<file path="src/rtl/uart_rx_pkg.sv">
// Shared types and constants for the UART receive deserializer.
// The FSM state encoding, byte width and start-sample divisor live here.
package uart_rx_pkg;

  localparam int DATA_W    = 8;
  localparam int START_DIV = 2;

  typedef enum logic [1:0] {
    ST_IDLE,
    ST_START,
    ST_DATA,
    ST_STOP
  } rx_state_e;

endpackage

</file>
<file path="src/rtl/uart_rx_fifo.sv">
// Small power-of-two receive FIFO with combinational head read, occupancy count
// and a synchronous flush that overrides push and pop.
module uart_rx_fifo #(
  parameter int DEPTH = 4,
  parameter int WIDTH = 8
) (
  input  logic                     clk_i,
  input  logic                     rst_ni,
  input  logic                     clr_i,
  input  logic                     push_i,
  input  logic [WIDTH-1:0]         wr_data_i,
  input  logic                     pop_i,
  output logic [WIDTH-1:0]         rd_data_o,
  output logic                     empty_o,
  output logic                     full_o,
  output logic [$clog2(DEPTH):0]   level_o
);

  localparam int PTR_W = $clog2(DEPTH);

  logic [WIDTH-1:0]   mem_q [DEPTH];
  logic [PTR_W-1:0]   wr_ptr_q, rd_ptr_q;
  logic [PTR_W:0]     level_q;
  logic               do_push, do_pop;

  assign empty_o   = (level_q == '0);
  assign full_o    = (level_q == (PTR_W+1)'(DEPTH));
  assign level_o   = level_q;
  assign rd_data_o = mem_q[rd_ptr_q];

  // A full FIFO can still accept a byte when the head leaves in the same cycle.
  assign do_pop  = pop_i && !empty_o;
  assign do_push = push_i && (!full_o || do_pop);

  // NOTE: the storage is reset because the head is visible on rd_data_o and
  // must read 0 out of reset; a non-reset RAM would expose X here.
  always_ff @(posedge clk_i or negedge rst_ni) begin
    if (!rst_ni) begin
      for (int i = 0; i < DEPTH; i++) mem_q[i] <= '0;
    end else if (do_push && !clr_i) begin
      mem_q[wr_ptr_q] <= wr_data_i;
    end
  end

  always_ff @(posedge clk_i or negedge rst_ni) begin
    if (!rst_ni) begin
      wr_ptr_q <= '0;
      rd_ptr_q <= '0;
      level_q  <= '0;
    end else if (clr_i) begin
      wr_ptr_q <= '0;
      rd_ptr_q <= '0;
      level_q  <= '0;
    end else begin
      if (do_push) wr_ptr_q <= wr_ptr_q + PTR_W'(1);
      if (do_pop)  rd_ptr_q <= rd_ptr_q + PTR_W'(1);
      case ({do_push, do_pop})
        2'b10:   level_q <= level_q + (PTR_W+1)'(1);
        2'b01:   level_q <= level_q - (PTR_W+1)'(1);
        default: level_q <= level_q;
      endcase
    end
  end

endmodule

</file>
<file path="src/rtl/uart_rx_deser.sv">
// 8N1 UART receiver: synchronizes rx_i, samples mid-bit with a reloadable
// down-counter and pushes completed bytes into a small receive FIFO.
module uart_rx_deser
  import uart_rx_pkg::*;
#(
  parameter int DEPTH = 4,
  parameter int CPB_W = 16
) (
  input  logic                    clk_i,
  input  logic                    rst_ni,
  input  logic                    en_i,
  input  logic [CPB_W-1:0]        clks_per_bit_i,
  input  logic                    rx_i,
  output logic [DATA_W-1:0]       rd_data_o,
  output logic                    rd_valid_o,
  input  logic                    rd_ready_i,
  input  logic                    fifo_clr_i,
  output logic [$clog2(DEPTH):0]  level_o,
  output logic                    frame_err_o,
  output logic                    overflow_o,
  output logic                    intr_rx_o
);

  localparam int IDX_W = $clog2(DATA_W);

  logic              rx_meta_q, rxs_q, rxs_prev_q;
  rx_state_e         state_q, state_d;
  logic [CPB_W-1:0]  cpb_q, cpb_d, cnt_q, cnt_d;
  logic [IDX_W-1:0]  idx_q, idx_d;
  logic [DATA_W-1:0] shift_q, shift_d;
  logic              sample, start_edge;
  logic              push_req, frame_err_d;
  logic              frame_err_q, overflow_q;
  logic              pop, fifo_empty, fifo_full;

  // rx_i is asynchronous; rxs_prev_q is only for falling-edge detection.
  always_ff @(posedge clk_i or negedge rst_ni) begin
    if (!rst_ni) begin
      rx_meta_q  <= 1'b1;
      rxs_q      <= 1'b1;
      rxs_prev_q <= 1'b1;
    end else begin
      rx_meta_q  <= rx_i;
      rxs_q      <= rx_meta_q;
      rxs_prev_q <= rxs_q;
    end
  end

  assign start_edge = rxs_prev_q && !rxs_q;
  assign sample     = (cnt_q == '0);

  // NOTE: every output of this block gets a default first, so no path can
  // leave a variable unassigned and infer a latch.
  always_comb begin
    state_d     = state_q;
    cnt_d       = cnt_q;
    idx_d       = idx_q;
    shift_d     = shift_q;
    cpb_d       = cpb_q;
    push_req    = 1'b0;
    frame_err_d = 1'b0;

    if (state_q != ST_IDLE) begin
      cnt_d = sample ? (cpb_q - CPB_W'(1)) : (cnt_q - CPB_W'(1));
    end

    case (state_q)
      ST_IDLE: begin
        if (en_i && start_edge) begin
          cpb_d   = clks_per_bit_i;
          cnt_d   = (clks_per_bit_i / CPB_W'(START_DIV)) - CPB_W'(1);
          idx_d   = '0;
          shift_d = '0;
          state_d = ST_START;
        end
      end
      ST_START: begin
        if (sample) begin
          idx_d   = '0;
          state_d = rxs_q ? ST_IDLE : ST_DATA;
        end
      end
      ST_DATA: begin
        if (sample) begin
          shift_d[idx_q] = rxs_q;
          if (idx_q == IDX_W'(DATA_W - 1)) state_d = ST_STOP;
          else                             idx_d   = idx_q + IDX_W'(1);
        end
      end
      ST_STOP: begin
        if (sample) begin
          push_req    = rxs_q;
          frame_err_d = !rxs_q;
          state_d     = ST_IDLE;
        end
      end
      default: state_d = ST_IDLE;
    endcase

    // Disabling abandons any partial frame; queued bytes stay in the FIFO.
    if (!en_i) begin
      state_d     = ST_IDLE;
      push_req    = 1'b0;
      frame_err_d = 1'b0;
    end
  end

  // NOTE: sequential state uses non-blocking assignments so every register
  // samples the pre-edge values regardless of statement order.
  always_ff @(posedge clk_i or negedge rst_ni) begin
    if (!rst_ni) state_q <= ST_IDLE;
    else         state_q <= state_d;
  end

  always_ff @(posedge clk_i or negedge rst_ni) begin
    if (!rst_ni) begin
      cnt_q       <= '0;
      cpb_q       <= '0;
      idx_q       <= '0;
      shift_q     <= '0;
      frame_err_q <= 1'b0;
      overflow_q  <= 1'b0;
    end else begin
      cnt_q       <= cnt_d;
      cpb_q       <= cpb_d;
      idx_q       <= idx_d;
      shift_q     <= shift_d;
      frame_err_q <= frame_err_d;
      overflow_q  <= push_req && fifo_full && !pop && !fifo_clr_i;
    end
  end

  assign pop = rd_valid_o && rd_ready_i;

  uart_rx_fifo #(
    .DEPTH (DEPTH),
    .WIDTH (DATA_W)
  ) u_fifo (
    .clk_i     (clk_i),
    .rst_ni    (rst_ni),
    .clr_i     (fifo_clr_i),
    .push_i    (push_req),
    .wr_data_i (shift_q),
    .pop_i     (pop),
    .rd_data_o (rd_data_o),
    .empty_o   (fifo_empty),
    .full_o    (fifo_full),
    .level_o   (level_o)
  );

  assign rd_valid_o  = !fifo_empty;
  assign intr_rx_o   = rd_valid_o;
  assign frame_err_o = frame_err_q;
  assign overflow_o  = overflow_q;

endmodule

</file>
<file path="config.mk">
export PLATFORM = sky130hd
export DESIGN_NAME = uart_rx_deser
export DESIGN_NICKNAME = d
export VERILOG_FILES = /design/src/rtl/uart_rx_pkg.sv /design/src/rtl/uart_rx_fifo.sv /design/src/rtl/uart_rx_deser.sv
export SDC_FILE = /design/constraint.sdc
export NUM_CORES = 1
export LEC_CHECK = 0
export ABC_AREA = 0
export BUFFER_PORTS_ARGS = -buffer_cell sky130_fd_sc_hd__buf_2
export CELL_PAD_IN_SITES_DETAIL_PLACEMENT = 1
export CELL_PAD_IN_SITES_GLOBAL_PLACEMENT = 2
export CORE_MARGIN = 3
export CORE_UTILIZATION = 40
export CTS_CLUSTER_DIAMETER = 30
export DETAILED_ROUTE_END_ITERATION = 10
export HOLD_SLACK_MARGIN = 0.03
export PLACE_DENSITY = 0.86
export SYNTH_ARGS = -nofsm -noshare
export SYNTH_HDL_FRONTEND = slang
export SYNTH_HIERARCHICAL = 1
export SYNTH_SLANG_ARGS = --single-unit
export TNS_END_PERCENT = 30
</file>
<file path="constraint.sdc">
create_clock -name clk_i -period 8.4 [get_ports clk_i]
set_input_delay 0.42 -clock clk_i [delete_from_list [all_inputs] [get_ports clk_i]]
set_output_delay 0.42 -clock clk_i [all_outputs]
set_load 0.02 [all_outputs]
</file>
==> flow_summary.json <==
{
  "fp.coreArea_sq_um": 11700,
  "htreeDepth": 3,
  "p_leak_nw": 2.47,
  "drc": 0,
  "diodes": 0,
  "hold_start": "rx_i",
  "gp_congestion": 0.797,
  "clkTransAtPathRegs_ns": 0.06,
  "syn-cell-area_sq_um": 4920,
  "ant_nets": 0,
  "rows": 39,
  "yosys.area.top_type": "dfrtp_1",
  "skew_ns": 0.00919,
  "vias": 3749,
  "hold_path.class": "primary input to flip-flop",
  "clk_latency_ns": 0.35,
  "cts_buffer_depth": 2,
  "min_period_ns": 3.90,
  "path_max_fanout": 14,
  "seqPwrFrac_pct": 46.5,
  "setup_tns_ns": 0,
  "die_w_microns": 117,
  "p_sw_w": 0.000309,
  "vias_per_cell": 5.82,
  "yosysUniqueCellTypes": 60,
  "cts_root_buffer": "clkbuf_16",
  "clkPwrFrac_pct": 40.3,
  "reg2reg_from": "cnt_q[6]$_DFF_PN0_",
  "hold_violations": 0,
  "status": "complete, no violations",
  "synth.top_cell.area_share_pct": 43.8,
  "first_pass_iters": 4,
  "track_usage_pct": 19.0,
  "rrSetupSlack_ns": 4.50,
  "fin_nets": 527,
  "yosys_warnings": 6,
  "switching_share_pct": 27.6,
  "yosys-top-cells-area": "dfrtp_1 44%, mux2_1 7.6%, mux2_2 4.1%",
  "layout_commonest_cell": "dfrtp_1",
  "slew_headroom_pct": 35.3,
  "peakVddDrop_mv": 0.138,
  "synth_fp_nets": 497,
  "p_comb_share_pct": 13.2,
  "drtIter0Drc": 196,
  "slew_violations": 0,
  "clock_sinks": 89,
  "start_util_pct": 42.0,
  "drv_cap": 0,
  "criticalPathCategory": "flip-flop to flip-flop",
  "drive_gt1_share_pct": 20.0,
  "antenna_found_initial": 0,
  "die_area_sq_um": 13700,
  "numCtsBuffers": 9,
  "endpoint_kind": "flip-flop",
  "cts_tree": "done",
  "drt_wl_total_mm": 12.2,
  "fmax_ghz": 0.256,
  "hold_slack_ns": 0.164,
  "grt_max_degree": 55,
  "crit_start": "cnt_q[6]$_DFF_PN0_",
  "die_y_microns": 117,
  "ys.flop_type": "dfrtp_1",
  "cp-start-kind": "flip-flop",
  "io_pins": 37,
  "fin_crit_sh_pct": 46.5,
  "numPortBuffers": 36,
  "ys_seq_area_share_pct": 45.4,
  "async_flop_share_pct": 100,
  "setup_viol_count_final": 0,
  "grt_setup_unrepaired": "no",
  "postSynthAreaPerCell_sq_um": 10.6,
  "grt_pass1_wl_mm": 20.2,
  "grt_pass1_vias": 3886,
  "powerDensity_nw_per_um2": 201,
  "worstHoldEndpoint": "rx_meta_q$_DFF_PN1_",
  "syn2layout_area_growth_pct": 13.4,
  "ys_seq_elements": 89,
  "synth_edf_count": 0,
  "grt-ovfl-total": 0,
  "synthCells": 466,
  "dp_hpwl_mm": 8.64,
  "crit_arrival_ns": 4.17,
  "internal-power_w": 0.000810,
  "r2r_end": "u_fifo/level_o[2]$_DFFE_PN0P_",
  "hold_path_depth": 1,
  "tightest_slew_ns": 0.965,
  "r2r_cells": 10,
  "wire_per_inst_microns": 19.0,
  "worstPathRequired_ns": 8.67,
  "final_cell_mix": "86 x dfrtp_1, 44 x nor2_1, 35 x buf_2, 33 x mux2_1, 26 x nand2_1"
}
==> state kept, by name (all words and copies together), names as in the netlist, 3 cells and up <==
name,cells
idx_q,3
u_fifo/level_o,3
cpb_q,16
u_fifo/mem_q,32
shift_q,8
cnt_q,16
==> kinds of logic after synthesis <==
group / share of synthesized area (%)
multiplexers: 16.1
adder cells (fa/ha/maj): 2.44
flip-flops: 45.4
AO/OA/AOI/OAI: 13.6
buffers and inverters: 3.33
AND/OR/NAND/NOR: 15.0
XOR/XNOR: 4.27
==> worst max-delay path by stage <==
stage	cells after the start	endpoint	slack (ns)
final	10	u_fifo/level_o[2]$_DFFE_PN0P_	4.50
after global routing	10	u_fifo/level_o[2]$_DFFE_PN0P_	4.09
after CTS	10	u_fifo/level_o[2]$_DFFE_PN0P_	4.47
after detailed placement	10	u_fifo/level_o[2]$_DFFE_PN0P_	4.51
after global placement	10	u_fifo/level_o[2]$_DFFE_PN0P_	4.67
after floorplan	11	u_fifo/level_o[2]$_DFFE_PN0P_	4.85
==> layer usage <==
metal / share of wire, % / GRT usage, % / wire length (microns) / up-vias
li1: - / - / - / 1773
met1: 45 / 23.8 / 5510 / 1909
met2: 50 / 32.4 / 6180 / 54
met3: 3.0 / 4.22 / 363 / 13
met4: 1.6 / 6.57 / 202 / 0
met5: 0 / 0 / 0 / -
==> critical path, cell delays in order, from the launching register on <==
cell and delay [ns]:
dfrtp_1 0.46, nor4_1 0.72, and4b_1 0.58, nand3_1 0.25, nor3_1 0.24, buf_4 0.21, nor2_1 0.08, fa_1 0.40
or3b_1 0.41, or3_1 0.31, a31oi_1 0.16
==> synthesized netlist by cell type (all sizes together) (12+ instances only) <==
master   n
a21oi   20
xnor2   12
clkbuf  16
nor3    13
o21ai   26
buf     12
nand2   26
mux2    52
dfrtp   86
a31oi   13
nor2    44
xor2    12
==> power by group through the flow <==
stage	clock (W)	sequential, W	combinational [W]
2_1_floorplan	0	0.000509	0.000108
3_3_place_gp	0	0.000524	0.000143
3_5_place_dp	0	0.000526	0.000148
4_1_cts	0.000463	0.000519	0.000150
5_1_grt	0.000481	0.000526	0.000168
6_report	0.000451	0.000520	0.000147
==> per-stage QoR <==
stage          instance area (sq um)  instances  setup slack (ns)  total power [W]  utilization [%]
2_1_floorplan                   4920        466              4.85         0.000617                -
3_3_place_gp                    5230        627              4.67         0.000667             44.7
3_5_place_dp                    5230        627              4.51         0.000674             44.7
4_1_cts                         5580        644              4.47          0.00113             47.6
5_1_grt                         5580        644              4.09          0.00117             47.6
6_report                        5580        644              4.50          0.00112             47.6
==> layout make-up <==
class | instances | area (sq um)
Clock buffer | 10 | 239
Multi-Input combinational cell | 338 | 2520
Inverter | 11 | 41.3
Sequential cell | 89 | 2230
Fill cell | 1293 | 6140
Timing Repair Buffer | 47 | 268
Tap cell | 143 | 179
Clock inverter | 6 | 93.8
==> repair_timing <==
action / CTS / global route
setup buffers: 0 / 0
endpoints found under the hold margin: 8 / 0
hold buffers: 1 / 0
resized for setup: 0 / 0
Note: power is estimated with default switching activity, not from simulation.
